`src/rtl/parallel_frame_receiver.sv`:
```
//------------------------------------------------------------------------------
// Module  : parallel_frame_receiver
// Brief   : Oversampling receiver for the 8-bit parallel transfer port.
//           Synchronises DATA_CLK / FLAG_FRAME / DATA_IN, pairs bytes into
//           16-bit words, frames them on the ROI flag and queues them in a
//           first-word fall-through FIFO.
// Rev     : 1.0  initial release
//------------------------------------------------------------------------------
`default_nettype none

module parallel_frame_receiver #(
  parameter int FRAME_LENGTH    = 64,
  parameter int FIFO_DEPTH_LOG2 = 2,
  parameter int MIN_PHASE       = 3
) (
  input  logic        CLK,
  input  logic        RESET,
  input  logic        DATA_CLK,
  input  logic        FLAG_FRAME,
  input  logic [7:0]  DATA_IN,
  output logic        DATA_ACK,
  output logic [15:0] WORD_OUT,
  output logic        WORD_VALID,
  input  logic        WORD_READY,
  output logic        FRAME_ACTIVE,
  output logic        FRAME_DONE,
  output logic        FRAME_ERROR,
  output logic        OVERFLOW,
  output logic [15:0] WORD_COUNT
);

  localparam int          c_DEPTH  = 1 << FIFO_DEPTH_LOG2;
  localparam int          c_CNT_W  = FIFO_DEPTH_LOG2 + 1;
  localparam int          c_PH_W   = $clog2(MIN_PHASE + 1);
  localparam logic [15:0] c_LEN    = 16'(FRAME_LENGTH);
  localparam logic [c_PH_W-1:0]  c_PH_MAX = c_PH_W'(MIN_PHASE);
  localparam logic [c_CNT_W-1:0] c_FULL   = c_CNT_W'(c_DEPTH);

  typedef enum logic [1:0] {
    S_IDLE    = 2'd0,
    S_HI_BYTE = 2'd1,
    S_LO_BYTE = 2'd2,
    S_ERR     = 2'd3
  } state_t;

  state_t r_state, w_nxt;

  logic       r_dclk_s1, r_dclk_s2, r_dclk_d;
  logic       r_flag_s1, r_flag_s2, r_flag_d;
  logic [7:0] r_din_s1, r_din_s2;
  logic [c_PH_W-1:0] r_lo_cnt;

  logic [7:0]  r_hi;
  logic [15:0] r_word;
  logic        r_pend;
  logic        r_after_done, r_excess;
  logic        r_ack, r_done, r_active, r_err, r_ovf;
  logic [15:0] r_word_count;

  logic [15:0]                r_mem [c_DEPTH];
  logic [FIFO_DEPTH_LOG2-1:0] r_wr_ptr, r_rd_ptr;
  logic [c_CNT_W-1:0]         r_fifo_cnt;

  logic w_dclk_ev, w_flag_rise, w_last;
  logic w_start, w_abort, w_err_set, w_excess_set;
  logic w_pop, w_full, w_push_ok;

  // Two-stage synchronisers on every port input plus one delay stage for edge detection.
  always_ff @(posedge CLK) begin
    if (RESET) begin
      r_dclk_s1 <= 1'b0; r_dclk_s2 <= 1'b0; r_dclk_d <= 1'b0;
      r_flag_s1 <= 1'b0; r_flag_s2 <= 1'b0; r_flag_d <= 1'b0;
      r_din_s1  <= '0;   r_din_s2  <= '0;
      r_lo_cnt  <= '0;
    end else begin
      r_dclk_s1 <= DATA_CLK;   r_dclk_s2 <= r_dclk_s1; r_dclk_d <= r_dclk_s2;
      r_flag_s1 <= FLAG_FRAME; r_flag_s2 <= r_flag_s1; r_flag_d <= r_flag_s2;
      r_din_s1  <= DATA_IN;    r_din_s2  <= r_din_s1;
      if (r_dclk_s2)
        r_lo_cnt <= '0;
      else if (r_lo_cnt != c_PH_MAX)
        r_lo_cnt <= r_lo_cnt + 1'b1;
    end
  end

  // A rise only counts after a full minimum low phase, so a glitch cannot clock a byte.
  assign w_dclk_ev   = r_dclk_s2 & ~r_dclk_d & (r_lo_cnt == c_PH_MAX);
  assign w_flag_rise = r_flag_s2 & ~r_flag_d;
  assign w_last      = r_pend & (r_word_count == c_LEN - 16'd1);

  // FSM state register.
  always_ff @(posedge CLK) begin
    if (RESET) r_state <= S_IDLE;
    else       r_state <= w_nxt;
  end

  // Next-state and framing strobes; frame length wins over a coincident flag drop.
  always_comb begin
    w_nxt        = r_state;
    w_start      = 1'b0;
    w_abort      = 1'b0;
    w_err_set    = 1'b0;
    w_excess_set = 1'b0;
    case (r_state)
      S_IDLE: begin
        if (w_flag_rise) begin
          w_nxt   = S_HI_BYTE;
          w_start = 1'b1;
        end else if (r_after_done && r_flag_s2 && w_dclk_ev) begin
          if (r_excess) begin
            w_nxt     = S_ERR;
            w_err_set = 1'b1;
          end else begin
            w_excess_set = 1'b1;
          end
        end
      end
      S_HI_BYTE: begin
        if (w_last) begin
          w_nxt = S_IDLE;
        end else if (!r_flag_s2) begin
          w_nxt     = S_IDLE;
          w_abort   = 1'b1;
          w_err_set = 1'b1;
        end else if (w_dclk_ev) begin
          w_nxt = S_LO_BYTE;
        end
      end
      S_LO_BYTE: begin
        if (w_dclk_ev) begin
          w_nxt = S_HI_BYTE;
        end else if (!r_flag_s2) begin
          w_nxt     = S_IDLE;
          w_abort   = 1'b1;
          w_err_set = 1'b1;
        end
      end
      default: begin
        w_err_set = 1'b1;
        if (!r_flag_s2) w_nxt = S_IDLE;
      end
    endcase
  end

  assign w_pop     = (r_fifo_cnt != '0) & WORD_READY;
  assign w_full    = (r_fifo_cnt == c_FULL);
  assign w_push_ok = r_pend & (~w_full | w_pop);

  // Byte assembly, word commit and frame status flags.
  always_ff @(posedge CLK) begin
    if (RESET) begin
      r_hi <= '0; r_word <= '0; r_pend <= 1'b0;
      r_after_done <= 1'b0; r_excess <= 1'b0;
      r_ack <= 1'b0; r_done <= 1'b0; r_active <= 1'b0;
      r_err <= 1'b0; r_ovf <= 1'b0; r_word_count <= '0;
    end else begin
      r_ack  <= w_push_ok;
      r_done <= w_last;
      r_pend <= 1'b0;
      if (r_state == S_HI_BYTE && w_nxt == S_LO_BYTE)
        r_hi <= r_din_s2;
      if (r_state == S_LO_BYTE && w_nxt == S_HI_BYTE) begin
        r_word <= {r_hi, r_din_s2};
        r_pend <= 1'b1;
      end
      if (w_start) begin
        r_word_count <= '0;
        r_err        <= 1'b0;
        r_active     <= 1'b1;
      end else begin
        if (r_pend && r_word_count != c_LEN) r_word_count <= r_word_count + 16'd1;
        if (w_last || w_abort)               r_active <= 1'b0;
        if (w_err_set)                       r_err <= 1'b1;
      end
      if (r_pend && !w_push_ok) r_ovf <= 1'b1;
      // Excess-byte tracking only lives while the previous frame's flag is still high.
      if (w_start || !r_flag_s2) begin
        r_after_done <= 1'b0;
        r_excess     <= 1'b0;
      end else begin
        if (w_last)       r_after_done <= 1'b1;
        if (w_excess_set) r_excess     <= 1'b1;
      end
    end
  end

  // FIFO pointers and occupancy; a pop in the same cycle makes room for a push.
  always_ff @(posedge CLK) begin
    if (RESET) begin
      r_wr_ptr <= '0; r_rd_ptr <= '0; r_fifo_cnt <= '0;
    end else begin
      if (w_push_ok) r_wr_ptr <= r_wr_ptr + 1'b1;
      if (w_pop)     r_rd_ptr <= r_rd_ptr + 1'b1;
      if (w_push_ok && !w_pop)      r_fifo_cnt <= r_fifo_cnt + 1'b1;
      else if (!w_push_ok && w_pop) r_fifo_cnt <= r_fifo_cnt - 1'b1;
    end
  end

  // FIFO storage needs no reset; the head is masked while empty.
  always_ff @(posedge CLK) begin
    if (w_push_ok) r_mem[r_wr_ptr] <= r_word;
  end

  assign WORD_VALID   = (r_fifo_cnt != '0);
  assign WORD_OUT     = WORD_VALID ? r_mem[r_rd_ptr] : 16'd0;
  assign DATA_ACK     = r_ack;
  assign FRAME_ACTIVE = r_active;
  assign FRAME_DONE   = r_done;
  assign FRAME_ERROR  = r_err;
  assign OVERFLOW     = r_ovf;
  assign WORD_COUNT   = r_word_count;

endmodule

`default_nettype wire

```
`config.mk`:
```
export PLATFORM = sky130hd
export DESIGN_NAME = parallel_frame_receiver
export DESIGN_NICKNAME = d
export VERILOG_FILES = /design/src/rtl/parallel_frame_receiver.sv
export SDC_FILE = /design/constraint.sdc
export NUM_CORES = 1
export LEC_CHECK = 0
export ABC_AREA = 0
export BUFFER_PORTS_ARGS = -buffer_cell sky130_fd_sc_hd__buf_2
export CORE_UTILIZATION = 32
export CTS_BUF_LIST = sky130_fd_sc_hd__clkbuf_2 sky130_fd_sc_hd__clkbuf_4 sky130_fd_sc_hd__clkbuf_8
export CTS_CLUSTER_SIZE = 14
export DETAILED_ROUTE_END_ITERATION = 7
export GPL_ROUTABILITY_DRIVEN = 0
export GPL_TIMING_DRIVEN = 0
export PLACE_DENSITY = 0.53
export SLEW_MARGIN = 20
export SYNTH_ARGS = -nofsm -noshare
export SYNTH_HDL_FRONTEND = slang
export SYNTH_SLANG_ARGS = --single-unit
```
`constraint.sdc`:
```
create_clock -name CLK -period 2.72 [get_ports CLK]
set_input_delay 0.408 -clock CLK [delete_from_list [all_inputs] [get_ports CLK]]
set_output_delay 0.408 -clock CLK [all_outputs]
set_load 0.005 [all_outputs]
```
==> metrics <==
Slew HR=40.8%; Min-Delay Path Class=in -> reg; violation count after the first detailed-route iteration=236; cell chain of the critical path=clkbuf_1, clkbuf_2, mux4_2, and2_1, buf_2; vias in the first global route=3,337; first-pass GRT wire length=17.5 mm; static leakage=0.00257 uW; Post-synth EDFFs=64; endpoints failing setup=0; CP Data Arrival Time=2.16 ns; PortBufs=49; utilization after layout=38.3%; leading area contributor after synthesis=edfxtp_1; FF-to-FF path depth=9; initial antenna violation count=0; critical path type=reg -> out; cts-stage hold buffer count=0; reg-to-reg startpoint=r_fifo_cnt[0]$_SDFFE_PP0P_; CTS sink count=147; # IOs=51; Hold Path End=r_flag_s1$_SDFF_PP0_; first drt pass iteration count=4; Chip Height=137 um; Inserted Diodes=0; Synth top area share=33.2%; final period utilization=94.4%; top post-synthesis cells by count=dfxtp_1, edfxtp_1, nor2_1; count leader, synth=dfxtp_1; Max Freq=390 MHz; Pins Over Slew Limit=0; largest net degree at the start of global routing=17; power per standard cell area=712 nW/um^2; hold_sp=FLAG_FRAME; Routed WL=10.7 mm; CTS clock-pin slew for the worst setup and hold paths=0.08 ns; critical path required time=2.31 ns; Clock Tree Root=clkbuf_8; nets=537; Die Area=18,600 sq um; flop-to-flop setup slack=0.33 ns; post-detail-place hpwl=7.36 mm; CP peak stage delay=0.38 ns; yosys warns=0; Synth async-reset ratio=0%; Period minus WS final=2.57 ns; cts repair resizes=3; Vias=3,400; H-tree depth=4; total track usage=12.6%; CTS Buf Count=17; Hold Vio Cnt, Final=0; Clock Latency Late Sink=0.46 ns; top fanout value on the critical path=10; CP startpoint kind=register; DRC=0; Syn Area/Cell=13.0 sq um; Max clock buf depth=2; total grt overflow=0; Worst-Margin Slew=0.887 ns; core area=17,500 sq um; synthesis-to-layout area growth=15.5%; Worst setup EP type=primary output; WHS Path Cells=2; Synth Flop Type=dfxtp_1; Initial Util=33.1%; RSZ-0062 raised after global routing=no; post-synthesis cell area=5790 sq um; Crit Reg-Reg Endpoint=r_fifo_cnt[2]$_SDFFE_PP0P_; top cells by area, synth=edfxtp_1, dfxtp_1, mux4_2, mux2i_1, nand2b_1; max-cap viol count=0; synth unique cells=42; Post-CTS Setup Repair Bufs=0; Max VDD drop=0.000300 V; clk_skew=0.0157 ns; FF+latch count, synth=147; Die X=137 um; TNS Setup=0 ns; Slowest cell on crit path=clkbuf_2; Seq/Total Area, Yosys=61.9%; DR WL/cell=14.3 um; final antenna-violating net count=0; syn nets=470; Cells after Synth=444; outcome=completed; Rows=48; share of cells above drive strength 1=20.2%; CTS tree=yes; Vias/cell=4.54
[sequential cells by signal, indices dropped and copies added, names as in the netlist, 3 cells and up, named ones only]
register and flops:
r_din_s1 8, r_din_s2 8, r_fifo_cnt 3, WORD_COUNT 16, r_hi 8, r_word 16, r_mem 64
[per-layer routing]
metal | vias up | wire length (um) | track usage, %
met1 | 1636 | 5130 | 16.1
li1 | 1695 | - | -
met4 | 0 | 165 | 6.42
met5 | - | 0 | 0
met3 | 12 | 323 | 3.11
met2 | 57 | 5070 | 19.9
[worst max-delay path: cells and delay by family (launching register included)]
| kind | cells | cell delay (ns) |
|---|---|---|
| and+or+nand+nor | 1 | 0.17 |
| DFF | 1 | 0.32 |
| muxes | 1 | 0.37 |
| buffers and inverters | 3 | 0.86 |
[stage by stage]
stage / std cells / cell area, sq um / power (uW) / setup slack, ns / hold slack (ns)
after detailed placement: 718 / 6320 / 3260 / 0.176 / 0.425
after global routing: 749 / 6690 / 5030 / 0.00332 / 0.141
final: 749 / 6690 / 4760 / 0.153 / 0.170
after global placement: 718 / 6320 / 3250 / 0.175 / 0.420
after floorplan: 444 / 5790 / 2970 / 0.556 / 0.414
after CTS: 749 / 6690 / 4850 / 0.0874 / 0.133
[layout make-up]
class	count	area [sq um]
Timing Repair Buffer	49	245
Inverter	11	41.3
Tap cell	225	282
Fill cell	1694	10800
Clock buffer	19	255
Multi-Input combinational cell	266	2080
Buffer	19	86.3
Sequential cell	147	3580
Clock inverter	13	114
[power breakdown]
part	internal (uW)	total (uW)	switching, uW	leakage, uW
Sequential	2340	2400	62.6	0.00131
Combinational	417	774	357	0.00107
Clock	696	1580	888	0.000190
[logic make-up after synthesis]
group,share of synthesized area (%)
flip-flops,61.9
multiplexers,11.1
AND/OR/NAND/NOR,16.4
XOR/XNOR,2.87
buffers and inverters,2.20
AO/OA/AOI/OAI,2.68
adder cells (fa/ha/maj),2.94
[worst max path at each step]
stage | end | depth (start not counted) | slack, ns
3_3_place_gp | WORD_OUT[10] | 5 | 0.18
2_1_floorplan | r_fifo_cnt[2]$_SDFFE_PP0P_ | 9 | 0.56
4_1_cts | WORD_OUT[10] | 5 | 0.09
5_1_grt | WORD_OUT[5] | 5 | 0.003
6_report | WORD_OUT[5] | 5 | 0.15
3_5_place_dp | WORD_OUT[5] | 5 | 0.18
[layout by cell type (no fill, tap or decap), drive strengths merged, types with 16 or more instances in the layout]
master	synthesis	layout
inv	11	19
dfxtp	83	83
buf	4	53
mux2i	28	28
mux4	16	16
nor2b	26	26
clkbuf	16	34
and2	20	20
nand2b	34	34
edfxtp	64	64
nor2	36	36
(Power assumes the default switching activity.)
